[src/rtl/char_pkg.sv]
// Shared character-state encoding and phase-counter width. Position and
// sprite logic import these rather than redefining the codes.
package char_pkg;

  localparam int CNT_W = 5;

  typedef logic [3:0] state_t;

  localparam state_t S_IDLE                = 4'd0;
  localparam state_t S_LEFT                = 4'd1;
  localparam state_t S_RIGHT               = 4'd2;
  localparam state_t S_ATTACK_START        = 4'd3;
  localparam state_t S_ATTACK_ACTIVE       = 4'd4;
  localparam state_t S_ATTACK_RECOVERY     = 4'd5;
  localparam state_t S_ATTACK_DIR_START    = 4'd6;
  localparam state_t S_ATTACK_DIR_ACTIVE   = 4'd7;
  localparam state_t S_ATTACK_DIR_RECOVERY = 4'd8;

  // Movement decision; atk_edge is forced low by the caller on recovery exit.
  function automatic state_t move_next(input logic left, input logic right,
                                       input logic atk_edge);
    state_t s;
    s = S_IDLE;
    if (atk_edge)            s = (left ^ right) ? S_ATTACK_DIR_START : S_ATTACK_START;
    else if (left && !right) s = S_LEFT;
    else if (right && !left) s = S_RIGHT;
    return s;
  endfunction

endpackage

[src/rtl/attack_phase_timer.sv]
// Counts ticks within one attack phase; done fires on the last tick of a
// phase of length len.
module attack_phase_timer
  import char_pkg::*;
(
  input  logic             clk,
  input  logic             rst,
  input  logic             tick,
  input  logic             load,
  input  logic [CNT_W-1:0] len,
  output logic             done
);

  logic [CNT_W-1:0] cnt_q, cnt_d;

  always_comb begin
    cnt_d = cnt_q;
    if (tick) cnt_d = load ? '0 : cnt_q + CNT_W'(1);
  end

  always_ff @(posedge clk) begin
    if (!rst) cnt_q <= '0;
    else      cnt_q <= cnt_d;
  end

  assign done = tick && (cnt_q == len - CNT_W'(1));

endmodule

[src/rtl/char_state_handler.sv]
// Per-character action FSM: movement from held buttons, fixed-length
// neutral/directional attack phases, all advancing on frame_tick.
module char_state_handler
  import char_pkg::*;
#(
  parameter int START_FRAMES        = 5,
  parameter int ACTIVE_FRAMES       = 2,
  parameter int RECOVERY_FRAMES     = 16,
  parameter int DIR_START_FRAMES    = 4,
  parameter int DIR_ACTIVE_FRAMES   = 3,
  parameter int DIR_RECOVERY_FRAMES = 15
) (
  input  logic       clk,
  input  logic       rst,
  input  logic       frame_tick,
  input  logic       btn_left,
  input  logic       btn_right,
  input  logic       btn_attack,
  output logic [3:0] state,
  output logic       hitbox_en,
  output logic       busy
);

  if (START_FRAMES < 1 || START_FRAMES > 31 ||
      ACTIVE_FRAMES < 1 || ACTIVE_FRAMES > 31 ||
      RECOVERY_FRAMES < 1 || RECOVERY_FRAMES > 31 ||
      DIR_START_FRAMES < 1 || DIR_START_FRAMES > 31 ||
      DIR_ACTIVE_FRAMES < 1 || DIR_ACTIVE_FRAMES > 31 ||
      DIR_RECOVERY_FRAMES < 1 || DIR_RECOVERY_FRAMES > 31) begin : g_bad_len
    $error("char_state_handler: phase lengths must be 1..31");
  end

  state_t           state_q, state_d;
  logic             atk_prev_q, atk_prev_d;
  logic             atk_edge, phase_done, phase_load;
  logic [CNT_W-1:0] phase_len;

  assign atk_edge   = btn_attack & ~atk_prev_q;
  assign atk_prev_d = frame_tick ? btn_attack : atk_prev_q;
  // Any state change is a phase entry, so the counter restarts at 0.
  assign phase_load = (state_d != state_q);

  always_comb begin
    phase_len = CNT_W'(1);
    case (state_q)
      S_ATTACK_START:        phase_len = CNT_W'(START_FRAMES);
      S_ATTACK_ACTIVE:       phase_len = CNT_W'(ACTIVE_FRAMES);
      S_ATTACK_RECOVERY:     phase_len = CNT_W'(RECOVERY_FRAMES);
      S_ATTACK_DIR_START:    phase_len = CNT_W'(DIR_START_FRAMES);
      S_ATTACK_DIR_ACTIVE:   phase_len = CNT_W'(DIR_ACTIVE_FRAMES);
      S_ATTACK_DIR_RECOVERY: phase_len = CNT_W'(DIR_RECOVERY_FRAMES);
      default:               phase_len = CNT_W'(1);
    endcase
  end

  attack_phase_timer u_timer (
    .clk  (clk),
    .rst  (rst),
    .tick (frame_tick),
    .load (phase_load),
    .len  (phase_len),
    .done (phase_done)
  );

  always_comb begin
    state_d = state_q;
    if (frame_tick) begin
      case (state_q)
        S_IDLE, S_LEFT, S_RIGHT:
          state_d = move_next(btn_left, btn_right, atk_edge);
        S_ATTACK_START:
          if (phase_done) state_d = S_ATTACK_ACTIVE;
        S_ATTACK_ACTIVE:
          if (phase_done) state_d = S_ATTACK_RECOVERY;
        S_ATTACK_DIR_START:
          if (phase_done) state_d = S_ATTACK_DIR_ACTIVE;
        S_ATTACK_DIR_ACTIVE:
          if (phase_done) state_d = S_ATTACK_DIR_RECOVERY;
        S_ATTACK_RECOVERY, S_ATTACK_DIR_RECOVERY:
          if (phase_done) state_d = move_next(btn_left, btn_right, 1'b0);
        default:
          state_d = S_IDLE;
      endcase
    end
  end

  // atk_prev resets high so a button held through reset never fires.
  always_ff @(posedge clk) begin
    if (!rst) begin
      state_q    <= S_IDLE;
      atk_prev_q <= 1'b1;
    end else begin
      state_q    <= state_d;
      atk_prev_q <= atk_prev_d;
    end
  end

  assign state     = state_q;
  assign hitbox_en = (state_q == S_ATTACK_ACTIVE) || (state_q == S_ATTACK_DIR_ACTIVE);
  assign busy      = (state_q >= S_ATTACK_START) && (state_q <= S_ATTACK_DIR_RECOVERY);

endmodule

[config.mk]
export PLATFORM = sky130hd
export DESIGN_NAME = char_state_handler
export DESIGN_NICKNAME = d
export VERILOG_FILES = /design/src/rtl/char_pkg.sv /design/src/rtl/attack_phase_timer.sv /design/src/rtl/char_state_handler.sv
export SDC_FILE = /design/constraint.sdc
export NUM_CORES = 1
export LEC_CHECK = 0
export CORE_ASPECT_RATIO = 1.2
export CORE_MARGIN = 5
export CORE_UTILIZATION = 34
export DETAILED_ROUTE_END_ITERATION = 6
export DONT_BUFFER_PORTS = 1
export GPL_TIMING_DRIVEN = 0
export PLACE_DENSITY = 0.59
export SLEW_MARGIN = 10
export SYNTH_ARGS = -nofsm -noshare
export SYNTH_HDL_FRONTEND = slang
export SYNTH_SLANG_ARGS = --single-unit
[constraint.sdc]
create_clock -name clk -period 4.7 [get_ports clk]
set_input_delay 0.47 -clock clk [delete_from_list [all_inputs] [get_ports clk]]
set_output_delay 0.47 -clock clk [all_outputs]
set_load 0.02 [all_outputs]
Yosys cells after proc, flatten, opt, wreduce, memory -nomap -nowiden. Index checks and enable logic that the tools add are counted.

Logic and storage cells: 43. Register bits: 10. Input port bits: 6.

Add/subtract/negate cells: 2. Eq/ne operators: 10. Bitwise logic cells: 3. Mux-type cells: 13. Reductions and logical operators: 10. Order comparisons: 2.

Operator list (count): 5-bit case mux with 6 select lines (1); 4-bit two-way mux (6); 4-bit case mux with 6 select lines (1); 4-bit by 3-bit == test with 1-bit output, second input constant (4); 4-bit by 2-bit == test with 1-bit output, second input constant (2); 3-bit two-way mux (2); 5-bit by 1-bit adder with 5-bit output, second input constant (1); 5-bit == test (1); 5-bit two-way mux (1); 5-bit by 1-bit subtractor with 5-bit output, second input constant (1); 4-bit by 1-bit == test with 1-bit output, second input constant (1); 4-bit == test, second input constant (1); 4-bit by 2-bit greater-or-equal comparator with 1-bit output, second input constant (1); 4-bit <= comparator, second input constant (1); 1-bit logical AND (4); 4-bit zero test (1); 2-bit two-way mux (2); 4-bit inequality test (1); 3-bit OR reduction (1); 1-bit zero test (2); 2-bit OR reduction (1); 1-bit AND (1); 1-bit logical OR (1); 1-bit inverter (1); 1-bit bitwise XOR (1).

Logic depth before layout (Yosys ltp).
Word-level depth: 10. Gate-level depth with buffers: 14.

By module. From an unflattened synthesis, not the netlist that was laid out.

Cells, all modules: 124. Area total of the unflattened synthesis: 1002.2 µm².

Modules (own cells, without submodules): char_state_handler (area an instance 641.9 µm², seq. area each 100.1 µm², cells each 82, times used 1); attack_phase_timer (area an instance 360.3 µm², seq. area each 100.1 µm², cells each 42, times used 1).

Worst setup path after synthesis. No wires, ideal clock.

Path kind: reg-to-reg. Start point: register state_q[2] (netlist: state[2]). End point: register u_timer.cnt_q[4]. Slack: 1673 ps. Library setup time: 117 ps. Cell stages (with the launch flop): 15. Path buffers: 3. Clock period less this slack: 3027 ps. Arrival: 2910 ps. Cells stage by stage: dfxtp_1 > buf_2 > buf_1 > nand2b_1 > a21oi_1 > a21oi_1 > ha_1 > nand2b_1 > o221a_1 > o221ai_1 > xor2_1 > and2_4 > buf_6 > or3_4 > and4bb_1.

Longest elaborated chain between the ends: 10. Elaborated cells on any way between the ends: 24.

Ends and longest elaborated chain: from (decl) (RTL line char_state_handler.sv:33) `state_t state_q, state_d;`; from (signal assigned) (RTL line char_state_handler.sv:93) `state_q <= state_d;`; 4-bit == test, or another cell as far along (RTL line char_state_handler.sv:45, char_state_handler.sv:68); 5-bit case mux with 6 select lines (RTL line char_state_handler.sv:45) `case (state_q)`; 5-bit by 1-bit subtractor with 5-bit output (RTL line attack_phase_timer.sv:26) `assign done = tick && (cnt_q == len - CNT_W'(1));`; 5-bit == test (RTL line attack_phase_timer.sv:26); 1-bit logical AND (RTL line attack_phase_timer.sv:26); 4-bit two-way mux (on tied branches); 4-bit case mux with 6 select lines (RTL line char_state_handler.sv:68) `case (state_q)`; 4-bit two-way mux (RTL line char_state_handler.sv:67) `if (frame_tick) begin`; 4-bit inequality test (*) (RTL line char_state_handler.sv:41) `assign phase_load = (state_d != state_q);`; 5-bit two-way mux (*) (RTL line attack_phase_timer.sv:18) `if (tick) cnt_d = load ? '0 : cnt_q + CNT_W'(1);`; to (signal assigned) (RTL line attack_phase_timer.sv:23) `else cnt_q <= cnt_d;`; to (decl) (RTL line attack_phase_timer.sv:14) `logic [CNT_W-1:0] cnt_q, cnt_d;`.

Mark *: on every way between the ends. The rest lies on a longest branch, timed or not. A chain may end at the register's enable or synchronous reset.

Worst setup path after layout. Ends and elaborated chain as after synthesis.

==> impl_metrics.toml <==
[status]
status = "finished clean"

[setup_path]
path_cells = "buf_2, buf_1, nand2b_1, a21oi_1, a21oi_1, ha_1, nand2b_1, o221a_1, o221ai_1, xor2_1, and2_4, buf_6, o31ai_2, and4bb_1"
cp-end-kind = "flop"
crit_arrival_ps = 3710
critPathMaxFanout = 10
slowest_delay_ps = 550
worstSetupPathType = "flop to flop"
worstPathRequired_ps = 4830
startpoint_type = "flop"
slowest_stage = "dfxtp_1"

[synth]
synthFlopType = "dfxtp_1"
yosys-top-cells-area = "dfxtp_1, a21oi_1, xor2_1"
synth-async-reset-ratio_pct = 0
synth_edf_count = 0
synthCells = 150
syn_nets = 160
synth_top_area_cell = "dfxtp_1"
ys_seq_area_share_pct = 17.24
synth_cell_types = 53
ys_warn_count = 0
synth_area_um2 = 1161
synth-seq-cells = 10
avgSynthCellArea_um2 = 7.741
yosys.area.top_type_share_pct = 17.24

[clock_tree]
clkSinkCount = 10
cts_root_buf = "clkbuf_8"
tritoncts = "built"
ctsResizeCount = 0
clockBufferDepth = 2
post_cts_buffers = 0
hold_buffers = 0
clkSlewWorstSetupHoldPaths_ps = 50
numCtsBuffers = 3
clk_latency_ps = 240
cts_max_level = 1

[placed_design]
hpwl_mm = 2.329
port_buffers = 0
dpl_worst_slack_ps = 1186
place_congestion = 0.8320
placed_cells = 187

[die]
die_w_um = 63.35
die_area_um2 = 4688
ios = 12
dieHeight_um = 74.02
num_rows = 23
start_util_pct = 35.09
core_area_um2 = 3309

[flow_run]
drv_cap = 0

[timing]
setup_viol = 0
fmax_mhz = 279.4
grt_setup_unrepaired = "no"
fin_ws_ps = 1121
period_share_pct = 76.16
post-route-min-period_ps = 3579
finClkSkew_ps = 3.746
slew_viol_final = 0
hold_slack_ps = 297.0
worstMarginPinSlew_ps = 757.4
tns_ps = 0
hold_viol_final = 0
slew_headroom_pct = 49.04

[detailed_routing]
drt-vias-per-instance = 6.100
drtAntennaViolNets = 0
dr.first_iter.drc_count = 107
drt_wl_total_mm = 3.090
drc = 0
first_pass_iters = 4
vias = 1159
wire_per_inst_um = 16.26

[finish]
antennaDiodeCount = 0
drive_gt1_share_pct = 12.42
fin_nets = 165
final_cell_mix = "a21oi_1, nand2_1, dfxtp_1, o21ai_0"
final_cell_count_no_fill = 190
final_common_cell = "a21oi_1"
fin_util_pct = 37.73
area_growth_pct = 7.543
num-fill-cells = 349

[pwr]
power_density_nw_per_um2 = 229.6
peakVddDrop_v = 0.0001096
leakage_nw = 0.4807

[grt]
grt_pass1_wl_mm = 5.085
grt-ovfl-total = 0
first_global_vias = 1069
antenna_found_initial = 0
track_usage_pct = 13.49
grt_max_degree = 11

[hold_path]
hold_class = "primary input to flop"
## layer usage
metal | wire [um] | global-route usage, % | vias up
met2 | 1506 | 23.14 | 39
met3 | 163 | 2.417 | 4
met4 | 43 | 4.157 | 0
met1 | 1375 | 17.26 | 551
li1 | - | - | 565
met5 | 0 | 0 | -
## synth_stat cells, drive strengths merged (2+ instances only)
cell type and n:
ha 4, buf 8, nor3 2, a21boi 2, or2 2, nand4 4
dfxtp 10, nand2b 5, a2bb2oi 2, nor4bb 4, o21ai 8, a21oi 16
and2 2, nor4b 2, nor2b 5, o21a 3, o31ai 2, xor2 8
o221ai 2, clkbuf 4, mux2i 4, or3 3, o22ai 3, inv 4
xnor2 2, nand2 14, nand3 2, nor2 7
## layout make-up
cell class                      count  area [um2]  share of cell area [%]
Tap cell                           37       46.29                   3.707
Multi-Input combinational cell    124       880.8                   70.54
Sequential cell                    10       200.2                   16.03
Inverter                            4       15.01                   1.202
Clock buffer                        3       41.29                   3.307
Buffer                             12       65.06                   5.210
## final timing paths
path	slack, ps	cells past startpoint	endpoint	from
max	1120	14	u_timer.cnt_q[4]	state[2]
min	300	1	atk_prev_q	rst
max reg2reg	1120	14	u_timer.cnt_q[4]	state[2]
min reg2reg	510	2	atk_prev_q	atk_prev_q
## stage by stage
step                power (mW)  instance area [um2]
finish                  0.2867                 1249
CTS                     0.2864                 1249
global placement        0.1945                 1207
global route            0.3018                 1249
detailed placement      0.1961                 1207
floorplan               0.1770                 1161
## registers in the layout, summed over array words and instances, names as in the netlist
signal,flops
atk_prev_q,1
state,4
u_timer.cnt_q,5
## power breakdown
part | total [mW] | switching (mW) | internal [mW]
sequential | 0.100 | 0.0101 | 0.0901
combinational | 0.0960 | 0.0546 | 0.0414
clock | 0.0905 | 0.0343 | 0.0562
total | 0.287 | 0.0990 | 0.188
## worst max-delay path, delay by kind of cell, from the launching register on
| family | cells | cell delay, ps |
|---|---|---|
| buffers and inverters | 3 | 790 |
| xor gates and xnor gates | 1 | 210 |
| AOI/OAI and AO/OA | 5 | 930 |
| adders and majority gates | 1 | 260 |
| and+or+nand+nor | 4 | 720 |
| DFF | 1 | 550 |
## cells by family (layout without fill, tap and decap cells)
| group | after synthesis | after routing | synth area share, % |
|---|---|---|---|
| mux | 5 | 5 | 4.418 |
| compound gates | 46 | 46 | 27.05 |
| flops | 10 | 10 | 17.24 |
| fa+ha+maj | 4 | 4 | 4.311 |
| simple gates | 59 | 59 | 31.25 |
| xor+xnor | 10 | 10 | 8.837 |
| buf+inv | 16 | 19 | 6.896 |
No activity file was read; power rests on OpenSTA's default activity.
